$ cat config.mk
export PLATFORM = sky130hd
export DESIGN_NAME = pixel_ctrl
export DESIGN_NICKNAME = d
export VERILOG_FILES = /design/src/rtl/pixel_ctrl.sv
export SDC_FILE = /design/constraint.sdc
export NUM_CORES = 1
export LEC_CHECK = 0
export BUFFER_PORTS_ARGS = -buffer_cell sky130_fd_sc_hd__buf_2
export CORE_MARGIN = 5
export CORE_UTILIZATION = 50
export CTS_CLUSTER_DIAMETER = 30
export DETAILED_ROUTE_END_ITERATION = 7
export PLACE_DENSITY = 0.84
export SYNTH_ARGS = -nofsm -noshare
export SYNTH_HDL_FRONTEND = slang
export SYNTH_SLANG_ARGS = --single-unit
$ cat constraint.sdc
create_clock -name clk -period 3.29 [get_ports clk]
set_clock_uncertainty 0.05 [all_clocks]
set_input_delay 0.329 -clock clk [delete_from_list [all_inputs] [get_ports clk]]
set_output_delay 0.329 -clock clk [all_outputs]
set_load 0.02 [all_outputs]
$ cat src/rtl/pixel_ctrl.sv
`default_nettype none
// ============================================================================
// pixel_ctrl : frame sequencer for a 4-pixel array (erase/expose/convert/read)
// Revision   : 1.0
// ============================================================================
module pixel_ctrl #(
    parameter int ERASE_CYCLES = 5,
    parameter int CNT_W        = 8
) (
    input  logic             clk,
    input  logic             reset,
    input  logic             start,
    input  logic [7:0]       expose_time,
    output logic             erase,
    output logic             expose,
    output logic             convert,
    output logic [3:0]       read,
    output logic [CNT_W-1:0] cnt_out,
    output logic             cnt_oe,
    input  logic [CNT_W-1:0] data_in,
    output logic [CNT_W-1:0] pixel_data,
    output logic [1:0]       pixel_idx,
    output logic             pixel_valid,
    output logic             busy,
    output logic             frame_done
);

    localparam logic [2:0] c_idle    = 3'd0;
    localparam logic [2:0] c_erase   = 3'd1;
    localparam logic [2:0] c_expose  = 3'd2;
    localparam logic [2:0] c_convert = 3'd3;
    localparam logic [2:0] c_read    = 3'd4;

    localparam logic [7:0]       c_erase_last = 8'(ERASE_CYCLES - 1);
    localparam logic [7:0]       c_read_last  = 8'd7;
    localparam logic [CNT_W-1:0] c_cnt_max    = '1;
    localparam logic [CNT_W-1:0] c_cnt_one    = {{(CNT_W-1){1'b0}}, 1'b1};

    logic [2:0]       r_state;
    logic [7:0]       r_phase;
    logic [7:0]       r_exp;
    logic [CNT_W-1:0] r_cnt;

    logic             r_erase;
    logic             r_expose;
    logic             r_convert;
    logic [3:0]       r_read;
    logic             r_cnt_oe;
    logic [CNT_W-1:0] r_pixel_data;
    logic [1:0]       r_pixel_idx;
    logic             r_pixel_valid;
    logic             r_busy;
    logic             r_frame_done;

    logic [2:0]       w_state_nxt;
    logic [7:0]       w_phase_nxt;
    logic [7:0]       w_exp_nxt;
    logic [CNT_W-1:0] w_cnt_nxt;
    logic             w_capture;

    // r_phase is a shared in-state cycle counter; in READ its bits [2:1]
    // select the pixel and bit 0 marks the second (capture) cycle.
    always_comb begin
        w_state_nxt = r_state;
        w_phase_nxt = r_phase;
        w_exp_nxt   = r_exp;
        w_cnt_nxt   = r_cnt;
        w_capture   = 1'b0;
        case (r_state)
            c_idle: begin
                if (start) begin
                    w_state_nxt = c_erase;
                    w_phase_nxt = 8'd0;
                    w_exp_nxt   = (expose_time == 8'd0) ? 8'd1 : expose_time;
                end
            end
            c_erase: begin
                if (r_phase == c_erase_last) begin
                    w_state_nxt = c_expose;
                    w_phase_nxt = 8'd0;
                end else begin
                    w_phase_nxt = r_phase + 8'd1;
                end
            end
            c_expose: begin
                if (r_phase == r_exp - 8'd1) begin
                    w_state_nxt = c_convert;
                    w_cnt_nxt   = '0;
                end else begin
                    w_phase_nxt = r_phase + 8'd1;
                end
            end
            c_convert: begin
                // Counter stops at full scale and holds it after leaving.
                if (r_cnt == c_cnt_max) begin
                    w_state_nxt = c_read;
                    w_phase_nxt = 8'd0;
                end else begin
                    w_cnt_nxt = r_cnt + c_cnt_one;
                end
            end
            c_read: begin
                w_capture = r_phase[0];
                if (r_phase == c_read_last) begin
                    w_state_nxt = c_idle;
                end else begin
                    w_phase_nxt = r_phase + 8'd1;
                end
            end
            default: begin
                w_state_nxt = c_idle;
            end
        endcase
    end

    always_ff @(posedge clk) begin
        if (reset) begin
            r_state       <= c_idle;
            r_phase       <= 8'd0;
            r_exp         <= 8'd0;
            r_cnt         <= '0;
            r_erase       <= 1'b0;
            r_expose      <= 1'b0;
            r_convert     <= 1'b0;
            r_read        <= 4'd0;
            r_cnt_oe      <= 1'b0;
            r_pixel_data  <= '0;
            r_pixel_idx   <= 2'd0;
            r_pixel_valid <= 1'b0;
            r_busy        <= 1'b0;
            r_frame_done  <= 1'b0;
        end else begin
            r_state       <= w_state_nxt;
            r_phase       <= w_phase_nxt;
            r_exp         <= w_exp_nxt;
            r_cnt         <= w_cnt_nxt;
            // Strobes are decoded from the next state so they line up with it.
            r_erase       <= (w_state_nxt == c_erase);
            r_expose      <= (w_state_nxt == c_expose);
            r_convert     <= (w_state_nxt == c_convert);
            r_cnt_oe      <= (w_state_nxt == c_convert);
            r_read        <= (w_state_nxt == c_read) ? (4'b0001 << w_phase_nxt[2:1]) : 4'd0;
            r_busy        <= (w_state_nxt != c_idle);
            r_pixel_valid <= w_capture;
            r_frame_done  <= w_capture && (r_phase == c_read_last);
            if (w_capture) begin
                r_pixel_data <= data_in;
                r_pixel_idx  <= r_phase[2:1];
            end
        end
    end

    assign erase       = r_erase;
    assign expose      = r_expose;
    assign convert     = r_convert;
    assign read        = r_read;
    assign cnt_out     = r_cnt;
    assign cnt_oe      = r_cnt_oe;
    assign pixel_data  = r_pixel_data;
    assign pixel_idx   = r_pixel_idx;
    assign pixel_valid = r_pixel_valid;
    assign busy        = r_busy;
    assign frame_done  = r_frame_done;

endmodule
`default_nettype wire

==> flow_metrics.env, run 1 <==
export IMPL_cts_setup_buffers=0
export IMPL_status="finished clean"
export IMPL_grt_pass1_vias=1872
export IMPL_port_buffers=47
export IMPL_place_hpwl_mm=3.58
export IMPL_antenna_cells=0
export IMPL_async_reset_ff_share_pct=0
export IMPL_drc=0
export IMPL_grt_use_total_pct=16.8
export IMPL_powerDensity_nw_per_um2=455
export IMPL_ioPinCount=48
export IMPL_reg2reg_to="cnt_out[7]$_SDFFE_PP0P_"
export IMPL_syn2layout_area_growth_pct=16.5
export IMPL_path_max_fanout=15
export IMPL_finalSetupTns_ns=0
export IMPL_synth_main_ff_cell="dfxtp_1"
export IMPL_critical_path_class="reg -> reg"
export IMPL_root_buffer="clkbuf_8"
export IMPL_syn_inst=289
export IMPL_cp_endpoint="cnt_out[7]$_SDFFE_PP0P_"
export IMPL_slew_viol_final=0
export IMPL_maxCapViolCount=0
export IMPL_slew_headroom_pct=55.7
export IMPL_dieArea_um2=6000
export IMPL_min_period_ns=2.84
export IMPL_rr_worst_depth=9
export IMPL_fmax_mhz=352
export IMPL_ant_nets=0
export IMPL_start_util_pct=51.9
export IMPL_hold_violations=0
export IMPL_avgSynthCellArea_um2=7.87
export IMPL_tritoncts_num_buffers=5
export IMPL_setup_violations=0
export IMPL_wl_per_cell_um=13.3
export IMPL_hold_class="in -> reg"
export IMPL_ys_ff_latch=47
export IMPL_syn_area_um2=2270
export IMPL_drt_iter0_markers=126
export IMPL_crit_path_end_kind="register"
export IMPL_cts_hold_buf=0
export IMPL_vias=2078
export IMPL_routabilityCongestion=0.853
export IMPL_h_tree_depth=2
export IMPL_power_mw=1.20
export IMPL_synth_fp_nets=312
export IMPL_r2r_slack_ns=0.45
export IMPL_fillCellCount=380
export IMPL_r2r_start="r_exp[0]$_SDFFE_PP0P_"
export IMPL_cp_required_ns=3.44
export IMPL_yosysUniqueCellTypes=52
export IMPL_clk_pin_slew_ns=0.08
export IMPL_ir_drop_mv=0.296
export IMPL_startpoint="r_exp[0]$_SDFFE_PP0P_"
export IMPL_grt_pass1_wl_mm=8.51
export IMPL_cts_tree="yes"
export IMPL_rows=24
export IMPL_drive_gt1_share_pct=21.6
export IMPL_cts_resized=0
export IMPL_max_clock_path_buffers=2
export IMPL_rsz0062_at_grt="false"
export IMPL_viasPerCell=5.45
export IMPL_worst_pin_slew_ns=0.665
export IMPL_ys_seq_area_share_pct=41.4
export IMPL_crit_arrival_ns=2.99
export IMPL_yosysWarnings=0
export IMPL_die_h_um=77.4
export IMPL_coreArea_um2=4380
export IMPL_p_leak_nw=1.07
export IMPL_drt_total_wl_mm=5.07
export IMPL_grt_max_degree=37
export IMPL_fin_nets=351
export IMPL_synth_edff_count=0
export IMPL_clk_latency_ns=0.31
export IMPL_cp_start_kind="register"
export IMPL_numClockSinks=47
export IMPL_first_pass_iters=4
export IMPL_antenna_found_initial=0
export IMPL_finalCritPeriodShare_pct=86.2
export IMPL_overflow=0
export IMPL_die_x_um=77.4
[synth_stat cells (all sizes together), types with 2 or more instances]
library cell  number  area (um2)
nor3               6        30.0
nand4              2        12.5
a22oi              2        20.0
inv                8        30.0
clkbuf            13        48.8
nand3             14        70.1
nor2b              4        25.0
xor2               3        26.3
and3               3        18.8
nand2             57         214
o21ai              7        35.0
a211oi             4        35.0
a31oi              7        43.8
nor4               5        31.3
nor2              24        90.1
xnor2              7        61.3
nor4b              3        32.5
and3b              2        18.8
and2               2        12.5
or4                3        26.3
o31ai              2        15.0
buf                5        32.5
or2                3        18.8
a21oi             30         154
dfxtp             47         941
ha                 4        50.1
nand3b             2        15.0
or3                5        31.3
[per-stage QoR]
stage | cells | utilization, % | hold WS [ns] | setup slack (ns) | instance area (um2)
after CTS | 381 | 60.4 | 0.207 | 0.474 | 2650
after global placement | 373 | 57.4 | 0.388 | 0.566 | 2510
after floorplan | 289 | - | 0.399 | 0.749 | 2270
after detailed placement | 373 | 57.4 | 0.395 | 0.484 | 2510
after global routing | 381 | 60.4 | 0.200 | 0.257 | 2650
final | 381 | 60.4 | 0.206 | 0.452 | 2650
[power by group]
group / leakage, nW / switching (mW) / internal (mW)
clock: 0.0654 / 0.196 / 0.304
combinational: 0.628 / 0.0614 / 0.0486
sequential: 0.381 / 0.0157 / 0.579
[cell type report]
class / instances / area (um2) / share of cell area, %
multi-input combinational: 216 / 1220 / 46.1
tap: 52 / 65.1 / 2.46
sequential: 47 / 941 / 35.5
clock buffer: 6 / 72.6 / 2.74
timing repair buffer: 50 / 258 / 9.74
inverter: 8 / 30.0 / 1.13
clock inverter: 2 / 60.1 / 2.27
[flip-flops by register name, summed over array words and instances (netlist names)]
signal	count
busy	1
cnt_oe	1
cnt_out	8
erase	1
expose	1
frame_done	1
pixel_data	8
pixel_idx	2
pixel_valid	1
r_exp	8
r_phase	8
r_state	3
read	4
[cell usage in the layout, fill, tap and decap left out, types with 2 or more instances in the layout]
master | synthesis | final
or2_2 | 3 | 3
nand3b_1 | 2 | 2
buf_2 | 2 | 47
dfxtp_1 | 47 | 47
xor2_1 | 3 | 3
inv_1 | 8 | 8
ha_1 | 4 | 4
and3_1 | 3 | 3
or3_1 | 5 | 5
nand4_1 | 2 | 2
o21ai_0 | 7 | 7
nor3_1 | 6 | 6
and2_1 | 2 | 2
o31ai_1 | 2 | 2
xnor2_1 | 7 | 7
clkbuf_8 | 0 | 5
nor2b_1 | 4 | 4
or4_1 | 2 | 2
a21oi_1 | 29 | 29
nand3_1 | 14 | 14
nor2_1 | 24 | 24
nor4_1 | 5 | 5
buf_4 | 1 | 3
a211oi_1 | 3 | 3
nand2_1 | 57 | 57
a31oi_1 | 7 | 7
nor4b_1 | 2 | 2
bufinv_16 | 0 | 2
[metal layers]
layer | global-route usage (%) | wire length (um) | vias up
li1 | - | - | 1079
met1 | 22.2 | 2430 | 959
met2 | 26.7 | 2370 | 32
met3 | 4.05 | 195 | 8
met4 | 5.84 | 74 | 0
met5 | 0 | 0 | -
[how the worst min path moves through the flow]
| stage | slack (ns) | cells after the start | endpoint | from |
|---|---|---|---|---|
| after detailed placement | 0.40 | 2 | pixel_data[2]$_SDFFE_PP0P_ | pixel_data[2]$_SDFFE_PP0P_ |
| after global placement | 0.39 | 2 | pixel_data[5]$_SDFFE_PP0P_ | pixel_data[5]$_SDFFE_PP0P_ |
| after global routing | 0.20 | 3 | pixel_data[5]$_SDFFE_PP0P_ | data_in[5] |
| final | 0.21 | 3 | pixel_data[2]$_SDFFE_PP0P_ | data_in[2] |
| after floorplan | 0.40 | 2 | r_exp[7]$_SDFFE_PP0P_ | r_exp[7]$_SDFFE_PP0P_ |
| after CTS | 0.21 | 3 | r_exp[6]$_SDFFE_PP0P_ | expose_time[6] |
[critical path: stages, from the launching register on]
cell and delay (ns):
dfxtp_1 0.35, inv_1 0.09, ha_1 0.23, nor3b_1 0.38, a21oi_1 0.11, nand4b_1 0.20, a211oi_2 0.42, a21oi_2 0.25
nor4_1 0.30, mux2_2 0.36
[cell families (layout without fill, tap and decap cells)]
| group | after synthesis | after routing | synth area share (%) |
|---|---|---|---|
| buffers and inverters | 26 | 66 | 4.90 |
| muxes | 2 | 2 | 0.936 |
| adders and majority gates | 4 | 4 | 2.20 |
| and+or+nand+nor | 140 | 140 | 30.2 |
| xor gates and xnor gates | 10 | 10 | 3.85 |
| AOI/OAI and AO/OA | 60 | 60 | 16.5 |
| DFF | 47 | 47 | 41.4 |
Note: power is estimated with default switching activity, not from simulation.
==> inputs of run 2 (changes only) <==
--- a/config.mk
+++ b/config.mk
@@ -5,12 +5,14 @@
 export SDC_FILE = /design/constraint.sdc
 export NUM_CORES = 1
 export LEC_CHECK = 0
+export ABC_AREA = 1
 export BUFFER_PORTS_ARGS = -buffer_cell sky130_fd_sc_hd__buf_2
 export CORE_MARGIN = 5
 export CORE_UTILIZATION = 50
+export CTS_BUF_LIST = sky130_fd_sc_hd__clkbuf_8
 export CTS_CLUSTER_DIAMETER = 30
 export DETAILED_ROUTE_END_ITERATION = 7
-export PLACE_DENSITY = 0.84
+export PLACE_DENSITY = 0.83
 export SYNTH_ARGS = -nofsm -noshare
 export SYNTH_HDL_FRONTEND = slang
 export SYNTH_SLANG_ARGS = --single-unit
==> run 2 against run 1 <==
Via count grew 13%. Clock power is essentially flat. Global-route usage grew 1.7 points. Synthesized cell count grew 22%. Utilization shrank 0.60 points. Sequential share of layout area shrank 2.2 points. Combinational power grew 36%. Critical path depth grew 6. Hold slack lost 0.011 ns. Sequential power is essentially flat.
==> flow_metrics.env, run 2 <==
export IMPL_status="finished clean"
export IMPL_maxCapViolCount=0
export IMPL_synthTopCellsByArea="dfxtp_1 (39%), nand2_1 (11%), nor2_1 (9.1%)"
export IMPL_grt_pass1_vias=2198
export IMPL_path_max_fanout=16
export IMPL_syn_area_um2=2430
export IMPL_r2r_slack_ns=1.08
export IMPL_cp_required_ns=3.47
export IMPL_rsz0062_at_grt="false"
export IMPL_start_util_pct=51.4
export IMPL_drt_total_wl_mm=5.52
export IMPL_slew_viol_final=0
export IMPL_avgSynthCellArea_um2=6.86
export IMPL_async_reset_ff_share_pct=0
export IMPL_die_h_um=79.7
export IMPL_yosys_area_top_type="dfxtp_1"
export IMPL_wl_per_cell_um=11.9
export IMPL_port_buffers=47
export IMPL_antenna_found_initial=0
export IMPL_cts_tree="yes"
export IMPL_fin_nets=420
export IMPL_fillCellCount=437
export IMPL_p_leak_nw=1.41
export IMPL_slew_headroom_pct=61.1
export IMPL_whs_path_depth=3
export IMPL_worst_pin_slew_ns=0.583
export IMPL_slowest_delay_ns=0.33
export IMPL_min_period_ns=2.21
export IMPL_overflow=0
export IMPL_fin_util_pct=59.8
export IMPL_cp_top_family="simple AND/OR/NAND/NOR gates"
export IMPL_fmax_mhz=453
export IMPL_ioPinCount=48
export IMPL_setup_violations=0
export IMPL_syn_inst=354
export IMPL_layout_commonest_cell="nand2_1"
export IMPL_critical_path_class="reg -> reg"
export IMPL_powerDensity_nw_per_um2=440
export IMPL_cp_start_kind="register"
export IMPL_first_pass_iters=4
export IMPL_ys_seq_area_share_pct=38.8
export IMPL_root_buffer="clkbuf_8"
export IMPL_ys_ff_latch=47
export IMPL_clk_latency_ns=0.30
export IMPL_synth_most_common_cell="nand2_1"
export IMPL_max_clock_path_buffers=2
export IMPL_ir_drop_mv=0.316
export IMPL_synth_fp_nets=377
export IMPL_finalCritPeriodShare_pct=67.1
export IMPL_die_x_um=79.7
export IMPL_r2r_start="r_exp[0]$_SDFFE_PP0P_"
export IMPL_mostFrequentLayoutCells="nand2_1 (73), nor2_1 (59), inv_1 (47), dfxtp_1 (47), buf_2 (47)"
export IMPL_numClockSinks=47
export IMPL_antenna_cells=0
export IMPL_yosysWarnings=0
export IMPL_clk_pin_slew_ns=0.09
export IMPL_synth_edff_count=0
export IMPL_tritoncts_num_buffers=5
export IMPL_place_hpwl_mm=4.20
export IMPL_yosysUniqueCellTypes=31
export IMPL_critPathSlowestCell="dfxtp_1"
export IMPL_crit_arrival_ns=2.39
export IMPL_synth_main_ff_cell="dfxtp_1"
export IMPL_vias=2351
export IMPL_reg2reg_to="r_phase[5]$_SDFFE_PP0P_"
export IMPL_ant_nets=0
export IMPL_grt_use_total_pct=18.5
export IMPL_rows=25
export IMPL_h_tree_depth=2
export IMPL_viasPerCell=5.06
export IMPL_crit_path_end_kind="register"
export IMPL_drt_iter0_markers=138
export IMPL_hp_start="data_in[0]"
export IMPL_rr_worst_depth=15
export IMPL_cts_setup_buffers=0
export IMPL_drive_gt1_share_pct=17.6
export IMPL_grt_pass1_wl_mm=9.42
export IMPL_hold_path_end="pixel_data[0]$_SDFFE_PP0P_"
export IMPL_dieArea_um2=6350
export IMPL_drc=0
export IMPL_routabilityCongestion=0.884
export IMPL_path_cells="inv_1 -> ha_1 -> nand2_1 -> inv_1 -> nor2_1 -> nand2_1 -> nor2_1 -> nand3_1 -> nor2_2 -> nand3_2 -> nand2_4 -> nor2_1 -> nand2_2 -> nand2_1 -> a21oi_1"
export IMPL_hold_violations=0
export IMPL_hold_class="in -> reg"
export IMPL_critPathBufInv=2
export IMPL_coreArea_um2=4720
export IMPL_synth_top_area_share_pct=38.8
export IMPL_finalSetupTns_ns=0
export IMPL_grt_max_degree=22
export IMPL_cts_hold_buf=0
export IMPL_cts_resized=0
export IMPL_syn2layout_area_growth_pct=16.3
export IMPL_synth_common_cells="nand2_1 (73), nor2_1 (59), dfxtp_1 (47), inv_1 (47), a21oi_1 (21)"
run 2: cell count changes after synthesis, moves of 7 or more:
cell and delta:
a21oi_1 -8, nand4_1 +7, a31oi_1 -7, nand2_1 +16, inv_1 +39, nor2_1 +35
o21ai_0 +13
run 2: worst register-to-register path: stages, from the launching register on:
cell     delay (ns)
dfxtp_1        0.33
inv_1          0.10
ha_1           0.32
nand2_1        0.07
inv_1          0.04
nor2_1         0.07
nand2_1        0.07
nor2_1         0.11
nand3_1        0.09
nor2_2         0.15
nand3_2        0.12
nand2_4        0.21
nor2_1         0.09
nand2_2        0.12
nand2_1        0.07
a21oi_1        0.13
run 2: worst max path at each step:
stage / start / cells past startpoint / slack (ns) / to
floorplan: r_exp[0]$_SDFFE_PP0P_ / 15 / 1.35 / cnt_out[4]$_SDFFE_PP0P_
global placement: r_exp[0]$_SDFFE_PP0P_ / 15 / 1.22 / r_phase[1]$_SDFF_PP0_
detailed placement: r_exp[0]$_SDFFE_PP0P_ / 15 / 1.13 / r_phase[1]$_SDFF_PP0_
CTS: r_exp[0]$_SDFFE_PP0P_ / 15 / 1.10 / r_phase[1]$_SDFF_PP0_
global route: r_exp[0]$_SDFFE_PP0P_ / 15 / 0.81 / r_phase[1]$_SDFF_PP0_
finish: r_exp[0]$_SDFFE_PP0P_ / 15 / 1.08 / r_phase[5]$_SDFFE_PP0P_
run 2: area by class of cell:
type	instances	area, um2	area share [%]
Timing Repair Buffer	48	243	8.60
Clock buffer	5	68.8	2.44
Inverter	49	184	6.51
Clock inverter	3	67.6	2.39
Sequential cell	47	941	33.3
Tap cell	67	83.8	2.97
Multi-Input combinational cell	246	1240	43.8
run 2: power breakdown:
group	total (mW)	internal, mW	leakage [nW]	switching (mW)
clock network	0.498	0.303	0.0644	0.196
logic	0.150	0.0536	0.960	0.0969
registers	0.593	0.581	0.381	0.0116
total	1.24	0.938	1.41	0.304
run 2: stage by stage:
step / power [mW] / hold WS [ns] / instance area, um2 / instances / setup slack (ns)
floorplan: 0.717 / 0.408 / 2430 / 354 / 1.35
global placement: 0.752 / 0.395 / 2690 / 457 / 1.22
detailed placement: 0.755 / 0.416 / 2690 / 457 / 1.13
CTS: 1.25 / 0.188 / 2820 / 465 / 1.10
global route: 1.30 / 0.184 / 2820 / 465 / 0.811
finish: 1.24 / 0.195 / 2820 / 465 / 1.08
run 2: cell families after synthesis:
kind of cell | Yosys count | synth area share, %
simple gates | 184 | 34.1
buf+inv | 61 | 10.3
flops | 47 | 38.8
compound gates | 46 | 10.2
xor+xnor | 12 | 4.64
fa+ha+maj | 4 | 2.06
run 2: per-layer routing:
layer | vias up | wire length (um) | global-route usage (%)
met5 | - | 0 | 0
met4 | 0 | 51 | 7.39
met3 | 5 | 297 | 4.74
met2 | 66 | 2770 | 32.6
met1 | 1074 | 2400 | 21.2
li1 | 1206 | - | -
==> inputs of run 3 (changes only) <==
--- a/config.mk
+++ b/config.mk
@@ -5,14 +5,14 @@
 export SDC_FILE = /design/constraint.sdc
 export NUM_CORES = 1
 export LEC_CHECK = 0
-export ABC_AREA = 1
+export ABC_AREA = 0
 export BUFFER_PORTS_ARGS = -buffer_cell sky130_fd_sc_hd__buf_2
 export CORE_MARGIN = 5
 export CORE_UTILIZATION = 50
 export CTS_BUF_LIST = sky130_fd_sc_hd__clkbuf_8
 export CTS_CLUSTER_DIAMETER = 30
 export DETAILED_ROUTE_END_ITERATION = 7
-export PLACE_DENSITY = 0.83
+export PLACE_DENSITY = 0.84
 export SYNTH_ARGS = -nofsm -noshare
 export SYNTH_HDL_FRONTEND = slang
 export SYNTH_SLANG_ARGS = --single-unit
==> constraint.sdc (replaced) <==
create_clock -name clk -period 2.2 [get_ports clk]
set_clock_uncertainty 0.05 [all_clocks]
set_input_delay 0.22 -clock clk [delete_from_list [all_inputs] [get_ports clk]]
set_output_delay 0.22 -clock clk [all_outputs]
set_load 0.02 [all_outputs]
==> run 3 against run 2 <==
The run now ends with negative setup slack left. Via count increased by 3.2%. Critical endpoint is now read[1]$_SDFF_PP0_. Combinational power increased by 81%. Clock-buffer cell count unchanged. Sequential share of layout area decreased by 3.7 points. Register-to-register slack got worse by 1.7 ns. Critical path type unchanged.
==> flow_metrics.env, run 3 (synthesized netlist as in run 1, its figures left out) <==
export IMPL_status="finished with violations"
export IMPL_violations="negative setup slack"
export IMPL_cp_start_kind="register"
export IMPL_placed_cell_area_um2=2790
export IMPL_tritoncts_num_buffers=5
export IMPL_drt_total_wl_mm=6.81
export IMPL_coreArea_um2=4380
export IMPL_drive_gt1_share_pct=38.1
export IMPL_rsz0062_at_grt="true"
export IMPL_pre_cts_slack_ns=-0.527
export IMPL_port_buffers=47
export IMPL_critPathSlowestCell="or4_4"
export IMPL_place_hpwl_mm=4.08
export IMPL_powerDensity_nw_per_um2=564
export IMPL_die_h_um=77.4
export IMPL_r2r_slack_ns=-0.57
export IMPL_cts_hold_buf=0
export IMPL_hold_class="in -> reg"
export IMPL_antenna_found_initial=0
export IMPL_crit_path_end_kind="register"
export IMPL_grt_use_total_pct=21.8
export IMPL_dp_cells=408
export IMPL_seq_power_share_pct=49.3
export IMPL_reg2reg_to="read[1]$_SDFF_PP0_"
export IMPL_clk_latency_ns=0.30
export IMPL_cts_tree="yes"
export IMPL_setup_violations=25
export IMPL_ioPinCount=48
export IMPL_vias=2427
export IMPL_stdcell_count=427
export IMPL_rows=24
export IMPL_syn2layout_area_growth_pct=39.9
export IMPL_start_util_pct=51.9
export IMPL_fin_ws_ns=-0.570
export IMPL_fmax_mhz=361
export IMPL_viasPerCell=5.68
export IMPL_path_cells="or4_4 -> o211a_1 -> a311oi_4 -> a211oi_4 -> buf_4 -> a211o_2 -> a22oi_2 -> and3b_1"
export IMPL_holdWs_ns=0.0913
export IMPL_ir_drop_mv=0.479
export IMPL_p_int_mw=1.33
export IMPL_grt_max_degree=29
export IMPL_mostFrequentLayoutCells="nand2_1 (56), buf_2 (48), dfxtp_1 (45)"
export IMPL_switchingPower_mw=0.461
export IMPL_numClockSinks=47
export IMPL_grt_pass1_vias=2304
export IMPL_pwr_share_comb_pct=15.2
export IMPL_wl_per_cell_um=15.9
export IMPL_layout_commonest_cell="nand2_1"
export IMPL_r2r_start="r_exp[1]$_SDFFE_PP0P_"
export IMPL_stdcell_area_um2=3180
export IMPL_drc=0
export IMPL_die_x_um=77.4
export IMPL_dieArea_um2=6000
export IMPL_clk_pin_slew_ns=0.09
export IMPL_power_mw=1.79
export IMPL_fin_nets=397
export IMPL_path_max_fanout=5
export IMPL_cp_required_ns=2.35
export IMPL_slew_viol_final=0
export IMPL_h_tree_depth=2
export IMPL_hold_violations=0
export IMPL_critical_path_class="reg -> reg"
export IMPL_grt_pass1_wl_mm=10.9
export IMPL_min_period_ns=2.77
export IMPL_hp_start="data_in[5]"
export IMPL_slew_headroom_pct=50.5
export IMPL_drt_iter0_markers=230
export IMPL_routabilityCongestion=0.816
export IMPL_slowest_delay_ns=0.56
export IMPL_rr_worst_depth=8
export IMPL_max_clock_path_buffers=2
export IMPL_p_leak_nw=1.34
export IMPL_maxCapViolCount=0
export IMPL_worst_pin_slew_ns=0.737
export IMPL_finalCritPeriodShare_pct=126
export IMPL_root_buffer="clkbuf_8"
export IMPL_first_pass_iters=5
export IMPL_overflow=0
export IMPL_crit_arrival_ns=2.92
export IMPL_whs_path_depth=3
export IMPL_ant_nets=0
export IMPL_hold_path_end="pixel_data[5]$_SDFFE_PP0P_"
export IMPL_switching_share_pct=25.7
export IMPL_antenna_cells=0
export IMPL_clkPwrFrac_pct=35.5
==> run 3: cell count changes in the layout (fill, tap and decap cells not counted), sizes merged, moves of 8 or more <==
cell   before  now
o21ai      20    7
nor2       61   24
inv        49    8
nand2      76   57
a21oi      22   30
nand3      22   14
buf        48   96
==> run 3: worst max-delay path: cells and delay by family (launching register included) <==
kind | cells | cell delay [ns]
compound gates | 5 | 1.36
simple gates | 2 | 0.78
flops | 1 | 0.33
buf+inv | 1 | 0.16
==> run 3: routing by layer <==
layer	track usage [%]	vias up	wire, um
met2	37.4	98	3420
met5	0	-	0
li1	-	1169	-
met3	4.17	17	421
met1	26.6	1143	2760
met4	9.11	0	208
==> run 3: stage by stage <==
step	TNS, ns	utilization, %
global route	-12.24	72.5
global placement	-6.40	63.5
finish	-10.30	72.5
detailed placement	-8.23	63.5
floorplan	-3.48	-
CTS	-7.61	70.0
==> run 3: layout make-up <==
type,instances,area [um2]
multi-input combinational,216,1410
fill,288,1200
sequential,47,943
timing repair buffer,96,623
clock buffer,5,68.8
tap,52,65.1
clock inverter,3,43.8
inverter,8,30.0
==> run 3: worst max path at each step <==
stage,cells past startpoint,startpoint,to
finish,8,r_exp[1]$_SDFFE_PP0P_,read[1]$_SDFF_PP0_
global route,8,r_exp[1]$_SDFFE_PP0P_,cnt_out[7]$_SDFFE_PP0P_
CTS,9,r_exp[0]$_SDFFE_PP0P_,read[1]$_SDFF_PP0_
detailed placement,7,r_exp[0]$_SDFFE_PP0P_,cnt_out[7]$_SDFFE_PP0P_
global placement,7,r_exp[0]$_SDFFE_PP0P_,cnt_out[7]$_SDFFE_PP0P_
floorplan,7,r_exp[0]$_SDFFE_PP0P_,cnt_out[7]$_SDFFE_PP0P_
==> run 3: power by group through the flow <==
stage / clock (mW) / sequential, mW / combinational [mW]
2_1_floorplan: 0 / 0.904 / 0.122
3_3_place_gp: 0 / 0.901 / 0.201
3_5_place_dp: 0 / 0.902 / 0.207
4_1_cts: 0.639 / 0.882 / 0.234
5_1_grt: 0.683 / 0.887 / 0.293
6_report: 0.637 / 0.885 / 0.272
==> run 3: timing repair <==
| item | in CTS | in global routing |
|---|---|---|
| cloned | 1 | 0 |
| gates resized for setup | 21 | 20 |
| setup buffers | 10 | 1 |
| pin swaps | 13 | 8 |
| setup endpoints to repair | 25 | 25 |
